File: config.mk
export PLATFORM = sky130hd
export DESIGN_NAME = ripple_down_counter
export DESIGN_NICKNAME = d
export VERILOG_FILES = /design/src/rtl/ripple_down_counter_t_ff.sv /design/src/rtl/ripple_down_counter.sv
export SDC_FILE = /design/constraint.sdc
export NUM_CORES = 1
export LEC_CHECK = 0
export ABC_AREA = 1
export BUFFER_PORTS_ARGS = -buffer_cell sky130_fd_sc_hd__buf_2
export CORE_AREA = 2 2 39 41
export CTS_CLUSTER_SIZE = 24
export DETAILED_ROUTE_END_ITERATION = 6
export DIE_AREA = 0 0 41 43
export PLACE_DENSITY = 0.54
export SLEW_MARGIN = 20
export SYNTH_ARGS = -nofsm -noshare
export SYNTH_HDL_FRONTEND = slang
export SYNTH_SLANG_ARGS = --single-unit
File: constraint.sdc
create_clock -name clk -period 1.2 [get_ports clk]
set_clock_uncertainty 0.05 [all_clocks]
set_input_delay 0.24 -clock clk [delete_from_list [all_inputs] [get_ports clk]]
set_output_delay 0.24 -clock clk [all_outputs]
set_load 0.02 [all_outputs]
File: src/rtl/ripple_down_counter_t_ff.sv
// Rising-edge toggle flip-flop with asynchronous active-low clear.
// One stage of the ripple chain in ripple_down_counter.
module t_ff (
    input  logic clk,
    input  logic rst_n,
    input  logic t,
    output logic q,
    output logic q_bar
);

    always_ff @(posedge clk or negedge rst_n) begin
        if (!rst_n) begin
            q <= 1'b0;
        end else if (t) begin
            q <= ~q;
        end
    end

    assign q_bar = ~q;

endmodule

File: src/rtl/ripple_down_counter.sv
// Ripple down counter built from a chain of T flip-flops, with a clk-domain
// observation stage so synchronous logic never samples the rippling chain.
module ripple_down_counter #(
    parameter int WIDTH = 4
) (
    input  logic             clk,
    input  logic             rst_n,
    input  logic             t,
    output logic [WIDTH-1:0] q,
    output logic [WIDTH-1:0] q_bar,
    output logic [WIDTH-1:0] q_sync,
    output logic             zero,
    output logic             underflow
);

    logic [WIDTH-1:0] stage_clk;
    logic [WIDTH-1:0] stage_t;

    // A rising edge on bit i-1 means it went 0->1, i.e. a borrow out of the
    // lower bits, so the next stage toggles: the chain counts down.
    assign stage_clk = {q[WIDTH-2:0], clk};
    assign stage_t   = {{(WIDTH-1){1'b1}}, t};

    for (genvar i = 0; i < WIDTH; i++) begin : g_stage
        t_ff u_stage (
            .clk   (stage_clk[i]),
            .rst_n (rst_n),
            .t     (stage_t[i]),
            .q     (q[i]),
            .q_bar (q_bar[i])
        );
    end

    // Samples the settled pre-edge value; stage 0 updates in the same edge.
    always_ff @(posedge clk or negedge rst_n) begin
        if (!rst_n) begin
            q_sync    <= '0;
            zero      <= 1'b1;
            underflow <= 1'b0;
        end else begin
            q_sync    <= q;
            zero      <= (q == '0);
            underflow <= (q == '0) && t;
        end
    end

endmodule

==> results.toml, run 1 <==
[sta]
hold_viol = 0
worst-slew-pin-transition_ps = 225
setup_viol = 0
untimed_endpoints = 12
unclocked_regs = 3
layout_min_cycle_time_ps = 1170
rsz0062_at_grt = "true"
max-slew-margin-rel = 0.850
final-max-slew-violation-count = 0
tns_ps = 0
setup_ws_ps = 32.4
fmaxAchievable_mhz = 856
period_share = 0.973

[clock_network]
cts.path.max_buffers = 2
clkTransAtPathRegs_ps = 50
postCtsSetupBuffers = 0
cts_tree = "done"
htree_levels = 1
clockRootBuffer = "clkbuf_4"
cts_buffers = 3
clk_latency_ps = 250

[cells_and_area]
final_util = 0.325
drive_above_1_share = 0.548
fill_cells = 153
final_cells = 58
multiInputGateArea_sq_um = 28.8
final-seq-area_sq_um = 253
antenna_cells = 0
postLayoutCellArea_sq_um = 449
area_growth_pct = 23.8
final_nets = 46

[route]
vias = 206
drtIter0Drc = 1
avgViaCountPerCell = 3.55
wl_um = 512
first_pass_iters = 2
wl_per_cell_um = 8.83
drc = 0
ant_nets = 0

[place]
place_inst = 53
port_buffers = 16
preCtsSetupSlack_ps = 265
hpwlAfterDp_um = 390
place_congestion = 0.618
placed_area_sq_um = 403

[power_and_ir_drop]
p_leak_nw = 0.268
p_per_area_mw_per_mm2 = 1830
vdd_ir_drop_max_uv = 1170

[floorplan]
start_util = 0.262
die-area_sq_mm = 0.00176
die_w_um = 41
core_area_sq_mm = 0.00138
num_rows = 14
io-pin-count = 17
die_h_um = 43

[synth]
synthDistinctLibCells = 8
ys_seq_area_frac = 0.693
syn_nets = 32
ys_ff_latch = 10
syn_area_per_cell_sq_um = 12.5
yosysWarnings = 0
syn-cell-area_sq_um = 363
synth_cells = 29

[global_routing]
antenna_found_initial = 0
grt_start_max_net_pins = 11
grt_pass1_vias = 180
grt_pass1_wl_um = 710
track_usage = 0.0692
globalRoute.totalOverflow = 0

[critical_path]
r2r_cells = 3
critical_path_class = "reg -> out"
critPathSlowestCell = "dfstp_2"
path_delay_family = "flip-flops"
required_ps = 910
worstSetupStartpointType = "flop"
r2r-start = "g_stage[0].u_stage.q"
cp.arrival_ps = 880
endpoint_kind = "output port"
path_buf_inv = 1
cp_slowest_stage_delay_ps = 520
r2r_end = "underflow"
cp_max_fo = 1
crit_chain = "buf_6"
reg2reg_setup_slack_ps = 400

[min_path]
min_delay_path_depth = 2
min_delay_worst_endpoint = "g_stage[0].u_stage.q"
hold_path_startpoint = "t"
hp-class = "in -> reg"

[status]
status = "complete, no violations"

[job]
max-cap-violations = 0
==> sequential cells by signal, indices dropped and copies added (netlist names) <==
signal	flops
g_stage.u_stage.q	4
q_sync	4
underflow	1
zero	1
==> Yosys cell counts (all sizes together) <==
cell	n	area share
buf	8	0.17
dfrtp	9	0.62
dfstp	1	0.072
inv	6	0.062
nand2	1	0.010
nor2	3	0.045
xor2	1	0.024
==> report_power, final <==
part | internal (W) | switching [W]
Sequential | 0.000326 | 0.0000395
Combinational | 0.0000979 | 0.000148
Clock | 0.000127 | 0.0000847
Total | 0.000550 | 0.000272
==> how the worst max path moves through the flow <==
stage	slack, ps	endpoint	startpoint	cells past startpoint
after global routing	-5	zero	zero	1
after CTS	5	q_bar[0]	g_stage[0].u_stage.q	2
final	30	zero	zero	1
after detailed placement	260	zero	zero	1
after floorplan	320	q_bar[0]	g_stage[0].u_stage.q	2
after global placement	270	zero	zero	1
==> final cells by class <==
class | instances | area share
clock buffer | 4 | 0.0585
inverter | 6 | 0.0501
multi-input combinational | 5 | 0.0641
sequential | 10 | 0.563
tap | 16 | 0.0446
timing repair buffer | 17 | 0.220
==> per-layer routing <==
metal / GRT usage / vias to the layer above / part of all wire
li1: - / 99 / -
met1: 0.0707 / 91 / 0.43
met2: 0.0781 / 16 / 0.37
met3: 0.0995 / 0 / 0.20
met4: 0.0200 / 0 / 0
met5: 0 / - / 0
==> timing repair <==
item                                    4_1_cts  5_1_grt
hold buffers                                  1        0
pin swaps                                     0        0
hold endpoints to repair                      6        0
endpoints found under the setup margin        1        3
resized for setup                             1        3
==> cell families (layout without fill, tap and decap cells) <==
| kind of cell | count (synthesis) | in the layout | share of synthesized area |
|---|---|---|---|
| buffers and inverters | 14 | 27 | 0.228 |
| flip-flops | 10 | 10 | 0.693 |
| XOR/XNOR | 1 | 1 | 0.0241 |
| AND/OR/NAND/NOR | 4 | 4 | 0.0551 |
==> through the flow <==
step	hold WS (ps)	power [W]
2_1_floorplan	-106	0.000532
3_5_place_dp	60.2	0.000575
6_report	140	0.000822
5_1_grt	135	0.000873
3_3_place_gp	54.2	0.000571
4_1_cts	143	0.000807
==> placed cells by master (no fill, tap or decap), drive strengths merged <==
master and count:
dfstp 1, dlygate4sd3 1, buf 16, inv 6, nor2 3, clkbuf 4, xor2 1, nand2 1
dfrtp 9
Power figures use the tool's default switching activity.
==> run 2, diff against run 1 <==
Settings changed: CTS_CLUSTER_SIZE 24 to 12, PLACE_DENSITY 0.54 to 0.55.
Clock period 1.2 ns to 1 ns, I/O delays scaled along.
==> run 2 against run 1 <==
Effect of this change: the run now ends with negative setup slack left; critical endpoint unchanged; non-clock buffer count grew 1; clock power grew 19%; critical path type unchanged; critical path depth is the same; sequential power grew 18%; die area is the same; wire length grew 2.1%.
==> results.toml, run 2 (synthesized netlist as in run 1, its figures left out) <==
[status]
status = "complete, but fails checks"
violations = "negative setup slack"

[route]
wl_um = 523
drtIter0Drc = 1
drc = 0
first_pass_iters = 2
vias = 205
ant_nets = 0
avgViaCountPerCell = 3.47
wl_per_cell_um = 8.86

[sta]
setup_ws_ps = -130
rsz0062_at_grt = "true"
setup_viol = 6
untimed_endpoints = 12
fmaxAchievable_mhz = 885
max-slew-margin-rel = 0.856
period_share = 1.13
unclocked_regs = 3
hold_viol = 0
final-max-slew-violation-count = 0
worst-slew-pin-transition_ps = 216
layout_min_cycle_time_ps = 1130

[global_routing]
grt_start_max_net_pins = 11
track_usage = 0.0751
grt_pass1_vias = 205
grt_pass1_wl_um = 807
antenna_found_initial = 0
globalRoute.totalOverflow = 0

[critical_path]
crit_end = "zero"
worstSetupStartpointType = "flop"
r2r-start = "g_stage[0].u_stage.q"
cp_max_fo = 1
startpoint = "zero"
cp_slowest_stage_delay_ps = 520
endpoint_kind = "output port"
path_buf_inv = 1
r2r_end = "underflow"
cp.depth = 1
critPathSlowestCell = "dfstp_2"
cp.arrival_ps = 880
path_delay_family = "flip-flops"
critical_path_class = "reg -> out"
required_ps = 750
r2r_cells = 4
crit_chain = "buf_6"
reg2reg_setup_slack_ps = 110

[floorplan]
num_rows = 14
die-area_sq_mm = 0.00176
start_util = 0.262
core_area_sq_mm = 0.00138
die_h_um = 43
io-pin-count = 17
die_w_um = 41

[power_and_ir_drop]
p_per_area_mw_per_mm2 = 2210
vdd_ir_drop_max_uv = 1110
p_leak_nw = 0.285
power_w = 0.00110

[clock_network]
cts.path.max_buffers = 2
htree_levels = 1
cts_buffers = 3
clk_latency_ps = 250
clockRootBuffer = "clkbuf_4"
cts_tree = "done"
clkTransAtPathRegs_ps = 60

[cells_and_area]
postLayoutCellArea_sq_um = 500
area_growth_pct = 37.9
layout_common_cells = "dfrtp_1 (9), buf_2 (8), buf_6 (8)"
layout_commonest_cell = "dfrtp_1"
final_nets = 47
drive_above_1_share = 0.581
reg_top3 = "g_stage.u_stage.q x4, q_sync x4"
antenna_cells = 0

[place]
port_buffers = 16
place_congestion = 0.550
preCtsSetupSlack_ps = 112
placed_area_sq_um = 403

[job]
max-cap-violations = 0

[min_path]
hp-class = "in -> reg"
-- run 2: power by group --
group          internal [W]  total, W  switching, W
combinational      0.000217  0.000420      0.000203
clock              0.000146  0.000252      0.000106
sequential         0.000387  0.000432     0.0000446
total              0.000750   0.00110      0.000354
-- run 2: worst min path at each step --
stage,cells after the start,start,endpoint
floorplan,0,rst_n,g_stage[0].u_stage.q
global placement,1,rst_n,underflow
detailed placement,1,rst_n,q_sync[0]
CTS,2,t,g_stage[0].u_stage.q
global route,2,t,g_stage[0].u_stage.q
finish,2,t,g_stage[0].u_stage.q
-- run 2: metal layers --
layer / share of wire / global-route usage / vias to the layer above / wire length [um]
met5: 0 / 0 / - / 0
met4: 0 / 0.0600 / 0 / 0
met3: 0.13 / 0.0471 / 0 / 69
met2: 0.43 / 0.0969 / 15 / 226
met1: 0.44 / 0.0833 / 90 / 228
li1: - / - / 100 / -
-- run 2: metrics by stage --
step	setup TNS, ps	utilization	instances	hold slack (ps)
2_1_floorplan	0	-	29	-146
3_3_place_gp	0	0.291	53	15.8
3_5_place_dp	0	0.291	53	18.8
4_1_cts	-371	0.360	59	83.4
5_1_grt	-554	0.362	59	94.3
6_report	-308	0.362	59	88.3
-- run 2: area by class of cell --
| class | count | area [sq um] |
|---|---|---|
| Clock buffer | 3 | 22.5 |
| Clock inverter | 1 | 5.00 |
| Fill cell | 139 | 883 |
| Inverter | 6 | 22.5 |
| Multi-Input combinational cell | 5 | 31.3 |
| Sequential cell | 10 | 251 |
| Tap cell | 16 | 20.0 |
| Timing Repair Buffer | 18 | 148 |
-- run 2: what timing repair did --
action	CTS	global route
gates resized for setup	16	1
pin swaps	0	1
setup buffers	1	0
setup endpoints to repair	8	9
hold endpoints to repair	7	0
hold buffers	1	0
==> run 3, diff against run 2 <==
Settings changed: ABC_AREA 1 to default.
==> run 3 against run 2 <==
Effect of this change: the run still ends with negative setup slack left; register-to-register slack got worse by 100 ps; critical path type unchanged; critical endpoint unchanged; largest cell class unchanged; sequential cell count unchanged; clock power about the same; global-route usage increased by 0.13 points.
==> results.toml, run 3 <==
[status]
status = "complete, but fails checks"
violations = "negative setup slack"

[global_routing]
grt_start_max_net_pins = 11
grt_pass1_wl_um = 779
globalRoute.totalOverflow = 0
antenna_found_initial = 0
grt_pass1_vias = 199
track_usage = 0.0765

[critical_path]
required_ps = 750
critical_path_class = "reg -> out"
cp_max_fo = 1
cp.arrival_ps = 880
reg2reg_setup_slack_ps = 10
r2r-start = "g_stage[0].u_stage.q"
critPathSlowestCell = "dfstp_2"
crit_chain = "buf_6"
r2r_end = "underflow"
path_delay_family = "flip-flops"
r2r_cells = 3
endpoint_kind = "output port"
worstSetupStartpointType = "flop"
path_buf_inv = 1
cp_slowest_stage_delay_ps = 530

[route]
wl_um = 512
vias = 207
drc = 0
drtIter0Drc = 1
wl_per_cell_um = 9.31
first_pass_iters = 2
ant_nets = 0
avgViaCountPerCell = 3.76

[min_path]
hp-class = "in -> reg"
min_delay_worst_endpoint = "g_stage[0].u_stage.q"
min_delay_path_depth = 2
hold_path_startpoint = "t"

[clock_network]
htree_levels = 1
clk_latency_ps = 250
cts_tree = "done"
cts.path.max_buffers = 2
clkTransAtPathRegs_ps = 50
clockRootBuffer = "clkbuf_4"
cts_buffers = 3

[sta]
holdWs_ps = 92.5
worst-slew-pin-transition_ps = 221
final-max-slew-violation-count = 0
max-slew-margin-rel = 0.852
layout_min_cycle_time_ps = 1130
untimed_endpoints = 12
setup_viol = 3
hold_viol = 0
unclocked_regs = 3
setup_ws_ps = -132
tns_ps = -319
period_share = 1.13
rsz0062_at_grt = "true"
fmaxAchievable_mhz = 883

[synth]
ys.flop_type = "dfrtp_1"
synth.most_common_cell = "dfrtp_1"
syn-cell-area_sq_um = 354
ys_ff_latch = 10
ys_seq_area_frac = 0.710
synth-edff-count = 0
synth_area_leaders = "dfrtp_1 (64%), buf_4 (17%), dfstp_2 (7.4%)"
synthDistinctLibCells = 7
async_reset_ff_frac = 1.00
syn_area_per_cell_sq_um = 14.2
synth_cells = 25
synth_top_cell_by_area = "dfrtp_1"
synth.top_cells.by_count = "dfrtp_1 (9), buf_4 (8), inv_1 (4)"
yosysWarnings = 0
synth_top_cell_area_share = 0.636
syn_nets = 28

[floorplan]
start_util = 0.256
core_area_sq_mm = 0.00138
num_rows = 14
die-area_sq_mm = 0.00176
die_w_um = 41
die_h_um = 43
io-pin-count = 17

[place]
place_congestion = 0.622
hpwlAfterDp_um = 384
port_buffers = 16

[job]
max-cap-violations = 0

[power_and_ir_drop]
p_per_area_mw_per_mm2 = 2280
vdd_ir_drop_max_uv = 1110
p_leak_nw = 0.274

[cells_and_area]
final_nets = 43
layout_commonest_cell = "buf_6"
reg_top3 = "g_stage.u_stage.q x4, q_sync x4"
drive_above_1_share = 0.615
area_growth_pct = 41.7
layout_common_cells = "buf_6 (9), dfrtp_1 (8), buf_2 (8)"
fill_cells = 137
antenna_cells = 0
run 3: cell count changes in the layout (fill, tap and decap cells not counted), sizes merged:
cell,delta
nor4,+1
and2,+1
nand2,-1
inv,-2
clkinv,-1
clkbuf,+1
nor2,-3
run 3: power breakdown:
part	switching (W)	leakage [nW]	internal [W]	total (W)
registers	0.0000608	0.117	0.000392	0.000453
clock network	0.000102	0.0150	0.000152	0.000254
logic	0.000207	0.142	0.000230	0.000437
run 3: stage by stage:
stage | instances | setup slack (ps) | area, sq um | utilization | total power (W)
CTS | 55 | -147 | 498 | 0.360 | 0.00114
detailed placement | 49 | 63.6 | 394 | 0.285 | 0.000697
finish | 55 | -132 | 502 | 0.363 | 0.00114
global placement | 49 | 84.4 | 394 | 0.285 | 0.000686
floorplan | 25 | 149 | 354 | - | 0.000641
global route | 55 | -166 | 502 | 0.363 | 0.00121
run 3: logic make-up (layout without fill, tap and decap cells):
logic type    after synthesis  count (layout)  share of synthesized area
buf+inv                    12              26                      0.212
flops                      10              10                      0.710
simple gates                2               2                     0.0530
xor+xnor                    1               1                     0.0247
run 3: layout make-up:
cell class / count / area, sq um / area share
Sequential cell: 10 / 253 / 0.504
Tap cell: 16 / 20.0 / 0.0399
Inverter: 4 / 15.0 / 0.0299
Timing Repair Buffer: 18 / 151 / 0.302
Multi-Input combinational cell: 3 / 36.3 / 0.0723
Clock buffer: 4 / 26.3 / 0.0524
run 3: worst max path at each step:
stage                              start   endpoint  depth (start not counted)
floorplan           g_stage[0].u_stage.q   q_bar[0]                          2
global placement    g_stage[0].u_stage.q  underflow                          2
detailed placement  g_stage[0].u_stage.q  underflow                          2
CTS                                 zero       zero                          1
global route                        zero       zero                          1
finish                              zero       zero                          1
run 3: metal layers:
metal | up-vias | share of wire | global-route usage
met5 | - | 0 | 0
met4 | 0 | 0.033 | 0.140
met3 | 2 | 0.076 | 0
met2 | 16 | 0.47 | 0.100
met1 | 94 | 0.41 | 0.0743
li1 | 95 | - | -
run 3: timing repair:
item | 4_1_cts | 5_1_grt
resized for setup | 19 | 1
hold buffers | 1 | 0
cloned | 0 | 0
endpoints found under the setup margin | 8 | 9
endpoints found under the hold margin | 7 | 0
buffers inserted | 1 | 0
